### src/rtl/hsk_pulse_pkg.sv
// Shared types and constants for the handshake pulse feeder and its saturating counter.
package hsk_pulse_pkg;

    typedef enum logic [1:0] {
        IDLE = 2'd0,
        FIRE = 2'd1,
        HOLD = 2'd2,
        WAIT = 2'd3
    } feeder_state_e;

    localparam int CNT_W_DEFAULT = 8;

endpackage

### src/rtl/hsk_sat_counter.sv
// Up/down saturating counter with synchronous clear and a same-cycle overflow strobe.
module hsk_sat_counter #(
    parameter int W      = 8,
    parameter bit OVF_EN = 1'b1
) (
    input  logic         clk,
    input  logic         rst_n,
    input  logic         clr,
    input  logic         inc,
    input  logic         dec,
    output logic [W-1:0] count,
    output logic         ovf
);

    localparam logic [W-1:0] MAX_VAL  = {W{1'b1}};
    localparam logic [W-1:0] ZERO_VAL = {W{1'b0}};
    localparam logic [W-1:0] ONE_VAL  = W'(1'b1);

    logic [W-1:0] count_r;

    // Count register: increment saturates at MAX_VAL, decrement refuses to wrap below zero.
    always_ff @(posedge clk or negedge rst_n) begin
        if (!rst_n) begin
            count_r <= ZERO_VAL;
        end else if (clr) begin
            count_r <= ZERO_VAL;
        end else begin
            case ({inc, dec})
                2'b10: begin
                    if (count_r != MAX_VAL) begin
                        count_r <= count_r + ONE_VAL;
                    end else begin
                        count_r <= count_r;
                    end
                end
                2'b01: begin
                    if (count_r != ZERO_VAL) begin
                        count_r <= count_r - ONE_VAL;
                    end else begin
                        count_r <= count_r;
                    end
                end
                default: count_r <= count_r;
            endcase
        end
    end

    assign count = count_r;
    // Strobe marks the cycle in which an increment is discarded; clear suppresses it.
    assign ovf   = OVF_EN & ~clr & inc & ~dec & (count_r == MAX_VAL);

endmodule

### src/rtl/hsk_pulse_feeder.sv
// Source-domain feeder: queues event pulses and replays them as tvalid_o handshakes.
// Optional sticky overflow flag enabled by macro HSK_PULSE_FEEDER_OVERFLOW_EN.
module hsk_pulse_feeder
    import hsk_pulse_pkg::*;
#(
    parameter int CNT_W = CNT_W_DEFAULT
) (
    input  logic             aclk_i,
    input  logic             arstn_i,
    input  logic             clear_i,
    input  logic             event_i,
    output logic             tvalid_o,
    input  logic             tready_i,
    output logic [CNT_W-1:0] pending_o,
    output logic             overflow_o
);

`ifdef HSK_PULSE_FEEDER_OVERFLOW_EN
    localparam bit OVF_EN = 1'b1;
`else
    localparam bit OVF_EN = 1'b0;
`endif

    feeder_state_e    state_r;
    feeder_state_e    state_s;
    logic             tvalid_r;
    logic             xfer_s;
    logic             ovf_stb_s;
    logic [CNT_W-1:0] pend_s;

    assign xfer_s = tvalid_r & tready_i;

    hsk_sat_counter #(
        .W      (CNT_W),
        .OVF_EN (OVF_EN)
    ) u_cnt (
        .clk   (aclk_i),
        .rst_n (arstn_i),
        .clr   (clear_i),
        .inc   (event_i),
        .dec   (xfer_s),
        .count (pend_s),
        .ovf   (ovf_stb_s)
    );

    // Next-state decode; HOLD deliberately ignores tready_i for one cycle.
    always_comb begin
        state_s = state_r;
        case (state_r)
            IDLE: begin
                if ((pend_s != {CNT_W{1'b0}}) && tready_i) begin
                    state_s = FIRE;
                end else begin
                    state_s = IDLE;
                end
            end
            FIRE: begin
                if (tready_i) begin
                    state_s = HOLD;
                end else begin
                    state_s = FIRE;
                end
            end
            HOLD: state_s = WAIT;
            WAIT: begin
                if (tready_i) begin
                    state_s = IDLE;
                end else begin
                    state_s = WAIT;
                end
            end
            default: state_s = IDLE;
        endcase
    end

    // State register with tvalid registered from the upcoming FIRE state.
    always_ff @(posedge aclk_i or negedge arstn_i) begin
        if (!arstn_i) begin
            state_r  <= IDLE;
            tvalid_r <= 1'b0;
        end else if (clear_i) begin
            state_r  <= IDLE;
            tvalid_r <= 1'b0;
        end else begin
            state_r  <= state_s;
            tvalid_r <= (state_s == FIRE);
        end
    end

`ifdef HSK_PULSE_FEEDER_OVERFLOW_EN
    logic overflow_r;

    // Sticky record of any dropped event, cleared only by reset or clear_i.
    always_ff @(posedge aclk_i or negedge arstn_i) begin
        if (!arstn_i) begin
            overflow_r <= 1'b0;
        end else if (clear_i) begin
            overflow_r <= 1'b0;
        end else begin
            overflow_r <= overflow_r | ovf_stb_s;
        end
    end

    assign overflow_o = overflow_r;
`else
    // Counter is built without its strobe here, so this is a constant 0.
    assign overflow_o = ovf_stb_s;
`endif

    assign tvalid_o  = tvalid_r;
    assign pending_o = pend_s;

endmodule

### config.mk
export PLATFORM = sky130hd
export DESIGN_NAME = hsk_pulse_feeder
export DESIGN_NICKNAME = d
export VERILOG_FILES = /design/src/rtl/hsk_pulse_pkg.sv /design/src/rtl/hsk_sat_counter.sv /design/src/rtl/hsk_pulse_feeder.sv
export SDC_FILE = /design/constraint.sdc
export NUM_CORES = 1
export LEC_CHECK = 0
export ABC_AREA = 1
export BUFFER_PORTS_ARGS = -buffer_cell sky130_fd_sc_hd__buf_2
export CAP_MARGIN = 0
export CORE_ASPECT_RATIO = 0.7
export CORE_MARGIN = 2
export CORE_UTILIZATION = 45
export DETAILED_ROUTE_END_ITERATION = 10
export GPL_TIMING_DRIVEN = 1
export PLACE_DENSITY_LB_ADDON = 0.25
export SLEW_MARGIN = 0
export SYNTH_ARGS = -nofsm -noshare
export SYNTH_HDL_FRONTEND = slang
export SYNTH_HIERARCHICAL = 1
export SYNTH_SLANG_ARGS = --single-unit
### constraint.sdc
create_clock -name aclk_i -period 1.6 [get_ports aclk_i]
set_clock_uncertainty 0.1 [all_clocks]
set_input_delay 0.08 -clock aclk_i [delete_from_list [all_inputs] [get_ports aclk_i]]
set_output_delay 0.08 -clock aclk_i [all_outputs]
set_load 0.01 [all_outputs]
==> impl_metrics.ini <==
[sta]
fin_crit_sh_pct = 113
setup-violations-final = 8
fin_ws_ns = -0.208
min_period_ns = 1.81
finalHoldViolCount = 0
rsz0062_at_grt = yes
tns_ns = -1.24
fmax_ghz = 0.553
slew_viol_final = 0

[detailed_routing]
ant_nets = 0
wl_um = 2970
vias = 1070
route.detailed.drc = 0
drtPass1Iterations = 4
viasPerCell = 5.49
wl_per_cell_um = 15.2
drt_first_iter_violations = 51

[logic_synthesis]
synth-seq-cells = 11
ys_seq_area_share_pct = 31.0
syn-cell-area_um2 = 888
ys_warn_count = 6
synth.avg_cell_area_um2 = 6.68
synth.top_cell.area_share_pct = 31.0
yosys-top-cells-area = dfrtp_1 (31%), nand2_1 (16%), nand3_1 (9.0%)
yosys.area.top_type = dfrtp_1
synth_nets = 142
synthCells = 133
synth_cell_type_count = 25

[run_status]
violations = negative setup slack
status = finished with violations

[final_layout]
drive_above_1_share_pct = 42.8
diodes = 0
fin_cells = 195
area_delta_synth_final_pct = 50.7
nNetsFinal = 183
nFillCells = 152
stdcell_area_um2 = 1340

[setup_path]
start_kind = flip-flop
cp_max_fo = 4
worstPathRequired_ns = 1.67
crit_type = flip-flop to flip-flop
reg2regPathDepth = 12
crit_arrival_ns = 1.88
setup.worst_path.end_class = flip-flop

[floorplan]
ios = 15
fp.dieArea_um2 = 2350
rows = 13
die_x_um = 57.1
die_h_um = 41.2
initial_utilization_pct = 47.9
coreArea_um2 = 1850

[place]
place_inst = 181
place_area_um2 = 1130
place_ws_ns = -0.186
gp_congestion = 0.855
portBuffers = 13
place.detailed.hpwl_um = 1980

[grt]
grt_overflow = 0
grt.met2_usage_pct = 41.1
grt-busiest-layer = met2
grt_pass1_vias = 872
grt_max_degree = 12
grt_antenna_before_repair = 0
use_met1_pct = 31.8
grt_first_pass_wirelength_um = 4120
met3_usage_pct = 5.99
track_usage_pct = 24.8

[clock_tree]
path_clk_slew_ns = 0.08
cts.root.buffer_cell = clkbuf_4
cts_tree = built
htree_levels = 1
cts_inserted_buffers = 3
cts_max_path_buffers = 2
worstSkewPairLatency_ns = 0.27
cts_sinks = 11

[pwr]
p_leak_nw = 0.742
peakVddDrop_uv = 612
power_density_nw_per_um2 = 738
p_total_w = 0.000988

[flow_run]
drv_cap = 0

[min_path]
hp-class = input pin to asynchronous set/reset pin
[final timing paths]
kind	start	endpoint	slack, ns
min in group aclk_i	tready_i	state_r[0]	0.15
max	tvalid_o	u_cnt/count[6]	-0.21
min	arstn_i	tvalid_o	0.11
max in group asynchronous	arstn_i	u_cnt/count[7]	1.08
max reg2reg	tvalid_o	u_cnt/count[6]	-0.21
min reg2reg	state_r[1]	tvalid_o	0.42
[cell families after synthesis]
kind of cell,share of synthesized area [%]
buffers and inverters,9.30
AO/OA/AOI/OAI,11.6
XOR/XNOR,2.96
flip-flops,31.0
AND/OR/NAND/NOR,39.2
other,0.422
adder cells (fa/ha/maj),5.63
[layer usage]
metal | part of all wire (%) | routed length (µm)
met3 | 7.1 | 210
met5 | 0 | 0
met1 | 44 | 1310
met4 | 2.4 | 72
met2 | 46 | 1380
[registers in the layout, summed over array words and instances, names as in the netlist]
name and count:
tvalid_o 1, state_r 2, u_cnt/count 8
[where the power goes]
part / internal [W] / switching [W]
combinational: 0.000189 / 0.000245
clock: 0.0000927 / 0.000105
sequential: 0.000311 / 0.0000455
[worst max-delay path, cell delays in order (launching register included)]
cell and delay [ns]:
dfrtp_1 0.35, nand2_1 0.06, inv_2 0.08, inv_2 0.05, nor2_4 0.23, ha_4 0.20, inv_4 0.04, nor2_2 0.16
nand3_1 0.16, nand2_1 0.09, nand2_1 0.06, nand3_2 0.07, nand2_1 0.05
[area by class of cell]
| cell class | count | area [µm²] | area share [%] |
|---|---|---|---|
| clock inverters | 1 | 5.00 | 0.374 |
| repair buffers | 37 | 269 | 20.1 |
| inverters | 20 | 77.6 | 5.79 |
| flip-flops and latches | 11 | 275 | 20.6 |
| well taps | 22 | 27.5 | 2.06 |
| multi-input cells | 101 | 662 | 49.4 |
| clock buffers | 3 | 22.5 | 1.68 |
[layout by cell type (no fill, tap or decap), drive strengths merged]
| master | netlist | final |
|---|---|---|
| o21bai | 2 | 2 |
| a21oi | 4 | 4 |
| buf | 1 | 35 |
| nor3 | 1 | 1 |
| dlygate4sd3 | 0 | 2 |
| conb | 1 | 1 |
| nand3 | 16 | 16 |
| o21ai | 7 | 7 |
| nand4 | 3 | 3 |
| xor2 | 2 | 2 |
| nor2 | 16 | 16 |
| ha | 4 | 4 |
| o22ai | 1 | 1 |
| nand2 | 43 | 43 |
| inv | 20 | 20 |
| xnor2 | 1 | 1 |
| dfrtp | 11 | 11 |
| clkbuf | 0 | 3 |
| clkinv | 0 | 1 |
[what timing repair did]
item / 4_1_cts / 5_1_grt
endpoints found under the setup margin: 8 / 8
pin swaps: 13 / 12
hold buffers: 2 / 0
setup buffers: 6 / 2
resized for setup: 12 / 16
hold endpoints to repair: 12 / 0
[synth_stat cells, drive strengths merged]
master  number
o21bai       2
ha           4
xnor2        1
xor2         2
nor3         1
o21ai        7
nand4        3
dfrtp       11
nor2        16
nand2       43
o22ai        1
conb         1
inv         20
buf          1
nand3       16
a21oi        4
[per-stage QoR]
stage | hold slack, ns | util (%)
6_report | 0.109 | 72.2
5_1_grt | 0.119 | 72.2
4_1_cts | 0.108 | 67.9
3_5_place_dp | -0.133 | 61.1
3_3_place_gp | -0.140 | 61.1
2_1_floorplan | -0.316 | -
Note: power is estimated with default switching activity, not from simulation.
